$ cat src/rtl/dmem_pkg.sv
// Shared types and default sizing for the data-memory bus port.
// Optional feature macro: DMEM_TIMEOUT_EN (XFER watchdog, see dmem_port).
package dmem_pkg;

  typedef enum logic [1:0] {
    S_IDLE = 2'd0,
    S_REQ  = 2'd1,
    S_XFER = 2'd2,
    S_DONE = 2'd3
  } dmem_state_t;

  localparam int DMEM_AW      = 16;
  localparam int DMEM_DW      = 16;
  localparam int DMEM_TIMEOUT = 64;

endpackage

$ cat src/rtl/dmem_watchdog.sv
// XFER watchdog: counts consecutive cycles with i_run high and flags the last
// allowed cycle, so the owner can leave XFER after exactly TIMEOUT cycles.
module dmem_watchdog
  import dmem_pkg::*;
#(
  parameter int TIMEOUT = DMEM_TIMEOUT
) (
  input  logic i_clk,
  input  logic i_rst_n,
  input  logic i_run,
  output logic o_expired
);

  localparam int CW = $clog2(TIMEOUT + 1);

  logic [CW-1:0] r_cnt;

  always_ff @(posedge i_clk or negedge i_rst_n) begin
    if (!i_rst_n) begin
      r_cnt <= '0;
    end else if (i_run) begin
      r_cnt <= r_cnt + 1'b1;
    end else begin
      r_cnt <= '0;
    end
  end

  // Count value TIMEOUT-1 is the TIMEOUT-th cycle of the current XFER stay.
  assign o_expired = i_run && (r_cnt == CW'(TIMEOUT - 1));

endmodule

$ cat src/rtl/dmem_port.sv
// Data-memory port: turns a held MEMREAD/MEMWRITE request into one shared-bus
// transaction (IDLE -> REQ -> XFER -> DONE). Define DMEM_TIMEOUT_EN to add the
// XFER watchdog that aborts an unacknowledged access with MEMERR.
module dmem_port
  import dmem_pkg::*;
#(
  parameter int AW      = DMEM_AW,
  parameter int DW      = DMEM_DW,
  parameter int TIMEOUT = DMEM_TIMEOUT
) (
  input  logic          clk,
  input  logic          RESETN,
  input  logic          MEMREAD,
  input  logic          MEMWRITE,
  input  logic [AW-1:0] DMADDR,
  input  logic [DW-1:0] DOUT,
  output logic [DW-1:0] DIN,
  output logic          DINVALID,
  output logic          MEMDONE,
  output logic          BUSREQ,
  input  logic          BUSGNT,
  output logic [AW-1:0] BUSADDR,
  output logic [DW-1:0] BUSWDATA,
  output logic          BUSWE,
  input  logic [DW-1:0] BUSRDATA,
  input  logic          BUSACK,
  output logic          MEMERR
);

  if (TIMEOUT < 2) begin : g_bad_timeout
    $error("dmem_port: TIMEOUT must be at least 2");
  end

  dmem_state_t   r_state;
  dmem_state_t   w_next;
  logic [AW-1:0] r_addr;
  logic [DW-1:0] r_wdata;
  logic          r_rd;
  logic [DW-1:0] r_din;
  logic          w_start;
  logic          w_expired;
  logic          w_err;

  assign w_start = (r_state == S_IDLE) && (MEMREAD || MEMWRITE);

`ifdef DMEM_TIMEOUT_EN
  logic r_err;

  dmem_watchdog #(
    .TIMEOUT(TIMEOUT)
  ) u_watchdog (
    .i_clk    (clk),
    .i_rst_n  (RESETN),
    .i_run    (r_state == S_XFER),
    .o_expired(w_expired)
  );

  // Remembers whether the XFER -> DONE step was a watchdog abort.
  always_ff @(posedge clk or negedge RESETN) begin
    if (!RESETN) begin
      r_err <= 1'b0;
    end else if (r_state == S_XFER) begin
      r_err <= w_expired && !BUSACK;
    end
  end

  assign w_err = r_err;
`else
  assign w_expired = 1'b0;
  assign w_err     = 1'b0;
`endif

  always_ff @(posedge clk or negedge RESETN) begin
    if (!RESETN) begin
      r_state <= S_IDLE;
    end else begin
      r_state <= w_next;
    end
  end

  always_comb begin
    w_next = r_state;
    case (r_state)
      S_IDLE: if (MEMREAD || MEMWRITE) w_next = S_REQ;
      S_REQ:  if (BUSGNT) w_next = S_XFER;
      S_XFER: begin
        // ACK wins over a simultaneous grant drop or watchdog expiry.
        if (BUSACK)         w_next = S_DONE;
        else if (w_expired) w_next = S_DONE;
        else if (!BUSGNT)   w_next = S_REQ;
      end
      S_DONE: w_next = S_IDLE;
      default: w_next = S_IDLE;
    endcase
  end

  // Access is frozen at acceptance; read wins when both requests are high.
  always_ff @(posedge clk or negedge RESETN) begin
    if (!RESETN) begin
      r_addr  <= '0;
      r_wdata <= '0;
      r_rd    <= 1'b0;
    end else if (w_start) begin
      r_addr  <= DMADDR;
      r_wdata <= MEMREAD ? '0 : DOUT;
      r_rd    <= MEMREAD;
    end
  end

  always_ff @(posedge clk or negedge RESETN) begin
    if (!RESETN) begin
      r_din <= '0;
    end else if ((r_state == S_XFER) && BUSACK && r_rd) begin
      r_din <= BUSRDATA;
    end
  end

  always_comb begin
    BUSREQ   = 1'b0;
    BUSADDR  = '0;
    BUSWDATA = '0;
    BUSWE    = 1'b0;
    MEMDONE  = 1'b0;
    DINVALID = 1'b0;
    MEMERR   = 1'b0;
    case (r_state)
      S_REQ:  BUSREQ = 1'b1;
      S_XFER: begin
        BUSREQ   = 1'b1;
        BUSADDR  = r_addr;
        BUSWE    = !r_rd;
        BUSWDATA = r_rd ? '0 : r_wdata;
      end
      S_DONE: begin
        MEMDONE  = 1'b1;
        DINVALID = r_rd && !w_err;
        MEMERR   = w_err;
      end
      default: ;
    endcase
  end

  assign DIN = r_din;

endmodule

$ cat config.mk
export PLATFORM = sky130hd
export DESIGN_NAME = dmem_port
export DESIGN_NICKNAME = d
export VERILOG_FILES = /design/src/rtl/dmem_pkg.sv /design/src/rtl/dmem_watchdog.sv /design/src/rtl/dmem_port.sv
export SDC_FILE = /design/constraint.sdc
export NUM_CORES = 1
export LEC_CHECK = 0
export BUFFER_PORTS_ARGS = -buffer_cell sky130_fd_sc_hd__buf_2
export CORE_UTILIZATION = 47
export DETAILED_ROUTE_END_ITERATION = 6
export GPL_TIMING_DRIVEN = 0
export PLACE_DENSITY = 0.88
export RECOVER_POWER = 100
export REMOVE_ABC_BUFFERS = 1
export SLEW_MARGIN = 25
export SYNTH_ARGS = -nofsm -noshare
export SYNTH_HDL_FRONTEND = slang
export SYNTH_SLANG_ARGS = --single-unit
$ cat constraint.sdc
create_clock -name clk -period 1.8 [get_ports clk]
set_input_delay 0.09 -clock clk [delete_from_list [all_inputs] [get_ports clk]]
set_output_delay 0.09 -clock clk [all_outputs]
set_load 0.005 [all_outputs]
Word-level counts from Yosys, hierarchy flattened
Cells that the tools add are included.
{"block": "op_classes", "reduce_logical": 8, "n_div": 0, "add_sub_neg": 0, "mul": 0, "bitwise_logic": 0, "n_shift": 0, "n_eq_ne": 6, "mux": 13, "order_cmp": 0}
{"op": "2-to-1 mux 16 bit", "n": 4}
{"op": "2-to-1 mux 2 bit", "n": 4}
{"op": "one-hot mux 2 bit (4 select lines)", "n": 1}
{"op": "== test 2 bit, second input constant", "n": 2}
{"op": "2-to-1 mux 1 bit", "n": 4}
{"op": "logical AND 1 bit", "n": 3}
{"op": "inequality test 3 bit, second input constant", "n": 1}
{"op": "AND reduction 3 bit", "n": 1}
{"op": "== test 2 x 1 -> 1 bit, second input constant", "n": 1}
{"op": "zero test 2 bit", "n": 1}
{"op": "inequality test 2 x 1 -> 1 bit, second input constant", "n": 1}
{"op": "inequality test 2 bit, second input constant", "n": 1}
{"op": "OR reduction 2 bit", "n": 1}
{"op": "zero test 1 bit", "n": 1}
{"op": "logical OR 1 bit", "n": 1}
{"block": "totals", "output_inout_bits": 53, "ram_bits": 0, "n_memories": 0, "wordCells": 32, "mem_bits_ro": 0, "inputBits": 54, "reg_bits": 51, "latchBits": 0}

Longest topological paths before layout
{"block": "depth", "depth_word": 3, "ltp_mapped": 7, "ltp_nobuf": 5}

Least setup slack after synthesis
Ideal clock, no wire load.
{"block": "synth_path", "path_kind": "reg-to-reg", "startpoint": "reg r_state[0]", "endpoint": "reg r_din[10] (netlist: DIN[10])", "arrival_ps": 1390, "setup_time_ps": 125, "stages_incl_launch_ff": 7, "path_buffers": 2, "required_ps": 1675, "period_less_slack_ps": 1515, "slack_ps": 285, "path_cell_list": "dfrtp_1 > inv_1 > ha_1 > buf_4 > nand3_4 > buf_6 > mux2_4"}
{"block": "synth_between", "elab_chain_len": 3}
{"item": "start, declared", "line_no": "dmem_port.sv:34", "rtl": "dmem_state_t r_state;"}
{"item": "start signal, assigned", "line_no": "dmem_port.sv:77", "rtl": "r_state <= w_next;"}
{"item": "== test 2 bit", "line_no": "dmem_port.sv:113", "rtl": "end else if ((r_state == S_XFER) && BUSACK && r_rd) begin"}
{"item": "logical AND 1 bit (2 in series)", "line_no": "dmem_port.sv:113"}
{"item": "end signal, assigned", "line_no": "dmem_port.sv:112", "rtl": "r_din <= '0;"}
{"item": "end signal, assigned", "line_no": "dmem_port.sv:114", "rtl": "r_din <= BUSRDATA;"}
{"item": "end, declared", "line_no": "dmem_port.sv:39", "rtl": "logic [DW-1:0] r_din;"}
No other way between the ends.
A chain may end at the register's enable or synchronous reset.

Worst setup path after layout
{"block": "layout_path", "startpoint": "reg r_state[1]", "endpoint": "reg r_state[1]"}
{"block": "layout_between", "elab_chain_len": 3, "elab_cells_between_ends": 9, "classes_between": "eq/ne: 6; mux: 1; reduce/logical: 2"}
{"item": "== test 2 bit, or another cell as far along", "line_no": "dmem_port.sv:83", "rtl": "case (r_state)"}
{"item": "inequality test 3 bit (no line), or another cell as far along"}
{"item": "AND reduction 3 bit (no line)"}
Several ways; a longest one is shown, not always the timed one.

==> impl_summary.txt <==
----------------------------------------------------
[Run status]
  Outcome ... finished, final reports clean

[Clocking]
  CTS Root Buffer Type ... sky130_fd_sc_hd__clkbuf_8
  Max Buffers Root-to-Sink ... 2
  Inserted Clock Buffers ... 5
  H-tree depth reported by CTS ... 2
  Clock latency on the worst-skew pair ... 0.30 ns
  Clk slew on worst S/H paths ... 0.09 ns
  CTS tree ... done
  # clock sinks ... 51

[STA]
  WHS ... 0.0122 ns
  Max Clk Rate ... 573 MHz
  Final hold vios ... 0
  Slew @ Worst Pin ... 1.23 ns
  Period utilization ... 97.0%
  Minimum setup slack in the final design ... 0.0544 ns
  Min Clock Period, post-route ... 1.75 ns
  Final setup violation count ... 0
  Worst clock skew ... 0.00696 ns
  Number of max-slew violations in the final report ... 0
  Headroom to the max-slew limit ... 17.9%

[Synth]
  Area leader, netlist ... sky130_fd_sc_hd__dfrtp_1
  Cell types with the highest counts after synthesis ... 51 x sky130_fd_sc_hd__dfrtp_1, 33 x sky130_fd_sc_hd__and2_1, 22 x sky130_fd_sc_hd__mux2_2
  Cell types with the largest area share after synthesis ... sky130_fd_sc_hd__dfrtp_1 53%, sky130_fd_sc_hd__mux2_2 10%, sky130_fd_sc_hd__and2_1 8.5%
  Multiplexer fraction of the synthesized cell area ... 16.4%
  Post-synth EDFFs ... 0
  Number of library cell types mapped by synthesis ... 24
  Synthesized-area fraction occupied by and/or/nand/nor cells ... 17.7%
  Async set or reset register ratio after synthesis ... 100%
  Number of synthesis warnings ... 0
  Sequential element share of the synthesized area ... 52.6%
  Adder-cell share of the synthesized area ... 2.58%
  Gate Count Post-Synth ... 198
  Post-synthesis cell area ... 2430 µm²
  Predominant post-synthesis flop cell ... sky130_fd_sc_hd__dfrtp_1
  #FFs+latches synth ... 51
  Share of the synthesized area in the top cell type ... 52.6%
  Post-synthesis compound-gate area fraction ... 6.24%
  Most repeated cell in the gate-level netlist after synthesis ... sky130_fd_sc_hd__dfrtp_1
  Post-Synthesis Mean Instance Area ... 12.3 µm²
  Combinational family with the most area after synthesis ... simple AND/OR/NAND/NOR gates
  Xor-xnor portion of the synthesized cell area ... 0%

[GRT]
  Vias in the first global route ... 1781
  Global-route wire length before repair ... 7.80 mm
  Total routing resource utilization after global routing ... 19.1%
  Initial antenna violation count ... 0
  Pin count of the biggest net entering global routing ... 52
  Aggregate global routing overflow ... 0

[Placement]
  DPL Wire Length ... 3.40 mm
  Gp weighted congestion ... 0.783
  Quantity of I/O buffers inserted on ports ... 105
  Placed instance area ... 2970 µm²
  Pre-CTS worst setup slack ... -0.185 ns
  Cell count after placement ... 359

[Floorplanning]
  Row cnt ... 25
  IO Pins ... 107
  Die height ... 73.8 µm
  Initial Util ... 50.0%
  Horizontal die dimension ... 73.8 µm
  Area enclosed by the die boundary ... 5450 µm²
  Placeable Area ... 4850 µm²

[Setup path]
  Launching element of the worst setup path ... r_state[1]$_DFFE_PN0P_
  Type of destination of the critical path ... flop
  Cell Chain, Critical Path ... inv_1 -> ha_1 -> nor3b_2 -> a2111oi_2 -> a2bb2oi_1
  Worst-case reg-to-reg path depth ... 5
  Req. time, crit path ... 2.02 ns
  Cell with the largest stage delay on the worst path ... sky130_fd_sc_hd__dfrtp_1
  Largest incremental delay on the critical path ... 0.50 ns
  Highest fanout seen on the critical path ... 5
  Crit path kind ... flop to flop
  Arrival time at the worst endpoint ... 1.96 ns
  Startpoint of the worst-slack reg-to-reg timing path ... r_state[1]$_DFFE_PN0P_
  Startpoint kind of the worst setup timing path ... flop

[Cells and area]
  Signed area change from the synthesized netlist to the final layout ... 28.6%
  Number of standard cells in the final layout excluding fillers ... 370
  Share of final-layout standard cells stronger than drive strength 1 ... 46.2%
  Ant diodes ... 0
  Number of nets in the final layout ... 361
  Post-route design area ... 3120 µm²

[Power and ir drop]
  Cell-internal power ... 3.27 mW
  Worst vdd ir ... 0.986 mV
  Share of total power consumed by net switching ... 32.0%
  Total power density per cell area ... 1540 nW/µm²
  Gate power share ... 40.9%
  Clk pwr share ... 17.0%
  Total design power ... 4.80 mW
  Relative contribution of sequential cells to total power ... 42.1%
  Switching power summed over all nets ... 1.54 mW
  Lkg Pwr ... 1.60 nW

[Route]
  Met1 wire length ... 2.09 mm
  Met2 wire length ... 2.35 mm
  Wire length per cell ... 13.2 µm
  Vias per inst ... 4.78
  Router iterations before antenna repair ... 4
  DRT iter0 DRCs ... 49
  Antenna Violating Nets Remaining ... 0
  DRC errors left ... 0
  Final Routed Wirelength ... 4.90 mm
  Highest routed metal layer ... met4
  Vias ... 1769
  Metal3 WL ... 385 µm

[Min path]
  Hold/Removal Path Class ... primary input to flop
  Hold Path Depth ... 2
  Hold wc startpoint ... BUSRDATA[8]

[Flow run]
  Max_cap viols ... 0

----------------------------------------------------
[through the flow]
step	setup TNS, ns	util (%)
floorplan	0	-
global placement	-2.50	60.6
detailed placement	-2.74	61.2
CTS	-0.0152	63.9
global route	-0.0477	64.4
finish	0	64.4
[final cells by class]
cell class	count	area, µm²
clock inverters	2	35.0
well taps	67	83.8
multi-input cells	134	1080
clock buffers	6	82.6
repair buffers	108	554
flip-flops and latches	51	1280
inverters	2	7.51
fillers	386	1730
[power groups by stage]
stage / combinational [mW] / sequential, mW / clock (mW)
floorplan: 1.20 / 1.97 / 0
global route: 2.21 / 2.10 / 0.877
CTS: 1.97 / 2.01 / 0.843
detailed placement: 1.95 / 2.02 / 0
finish: 1.96 / 2.02 / 0.816
global placement: 1.83 / 1.99 / 0
[final timing paths]
| check | to | slack [ns] |
|---|---|---|
| setup / recovery | r_state[1]$_DFFE_PN0P_ | 0.05 |
| hold / removal | DIN[8]$_DFFE_PN0P_ | 0.01 |
| setup reg to reg | r_state[1]$_DFFE_PN0P_ | 0.05 |
| hold reg to reg | r_wdata[15]$_DFFE_PN0P_ | 0.48 |
| max in group asynchronous | DIN[6]$_DFFE_PN0P_ | 0.46 |
| min in group asynchronous | r_addr[11]$_DFFE_PN0P_ | 0.58 |
[placed cells by master, fill, tap and decap left out, types with 2 or more instances in the layout]
master / synthesis / routed
sky130_fd_sc_hd__buf_2: 0 / 89
sky130_fd_sc_hd__dfrtp_1: 51 / 51
sky130_fd_sc_hd__and2_1: 33 / 33
sky130_fd_sc_hd__mux2_2: 22 / 22
sky130_fd_sc_hd__nand2_1: 17 / 17
sky130_fd_sc_hd__nand2b_1: 16 / 16
sky130_fd_sc_hd__o21ai_0: 16 / 16
sky130_fd_sc_hd__clkbuf_1: 4 / 15
sky130_fd_sc_hd__mux2_4: 10 / 10
sky130_fd_sc_hd__clkbuf_8: 0 / 6
sky130_fd_sc_hd__ha_1: 5 / 3
sky130_fd_sc_hd__and2b_1: 3 / 2
sky130_fd_sc_hd__ha_4: 0 / 2
sky130_fd_sc_hd__dlygate4sd3_1: 0 / 2
[per-layer routing]
metal / global-route usage (%) / up-vias
li1: - / 858
met1: 21.7 / 826
met2: 32.8 / 76
met3: 6.72 / 9
met4: 7.69 / 0
met5: 0 / -
[state kept, by name, summed over array words and instances (netlist names)]
name / count
DIN: 16
r_wdata: 16
r_addr: 16
r_state: 2
r_rd: 1
[worst max-delay path: cells and delay by family, from the launching register on]
family	cells	cell delay, ns
flops	1	0.50
compound gates	2	0.56
simple gates	1	0.20
buf+inv	1	0.13
fa+ha+maj	1	0.28
[cell families after synthesis]
logic type               count (synthesis)
AO/OA/AOI/OAI                           23
buffers and inverters                   14
adder cells (fa/ha/maj)                  5
multiplexers                            32
other                                    1
AND/OR/NAND/NOR                         72
flip-flops                              51
[repair_timing]
| item | 4_1_cts | 5_1_grt |
|---|---|---|
| setup buffers | 0 | 0 |
| hold buffers | 1 | 1 |
| gates resized for setup | 3 | 5 |
| endpoints found under the hold margin | 51 | 1 |
| endpoints found under the setup margin | 49 | 33 |
| cloned | 0 | 1 |
No activity file was read; power rests on OpenSTA's default activity.
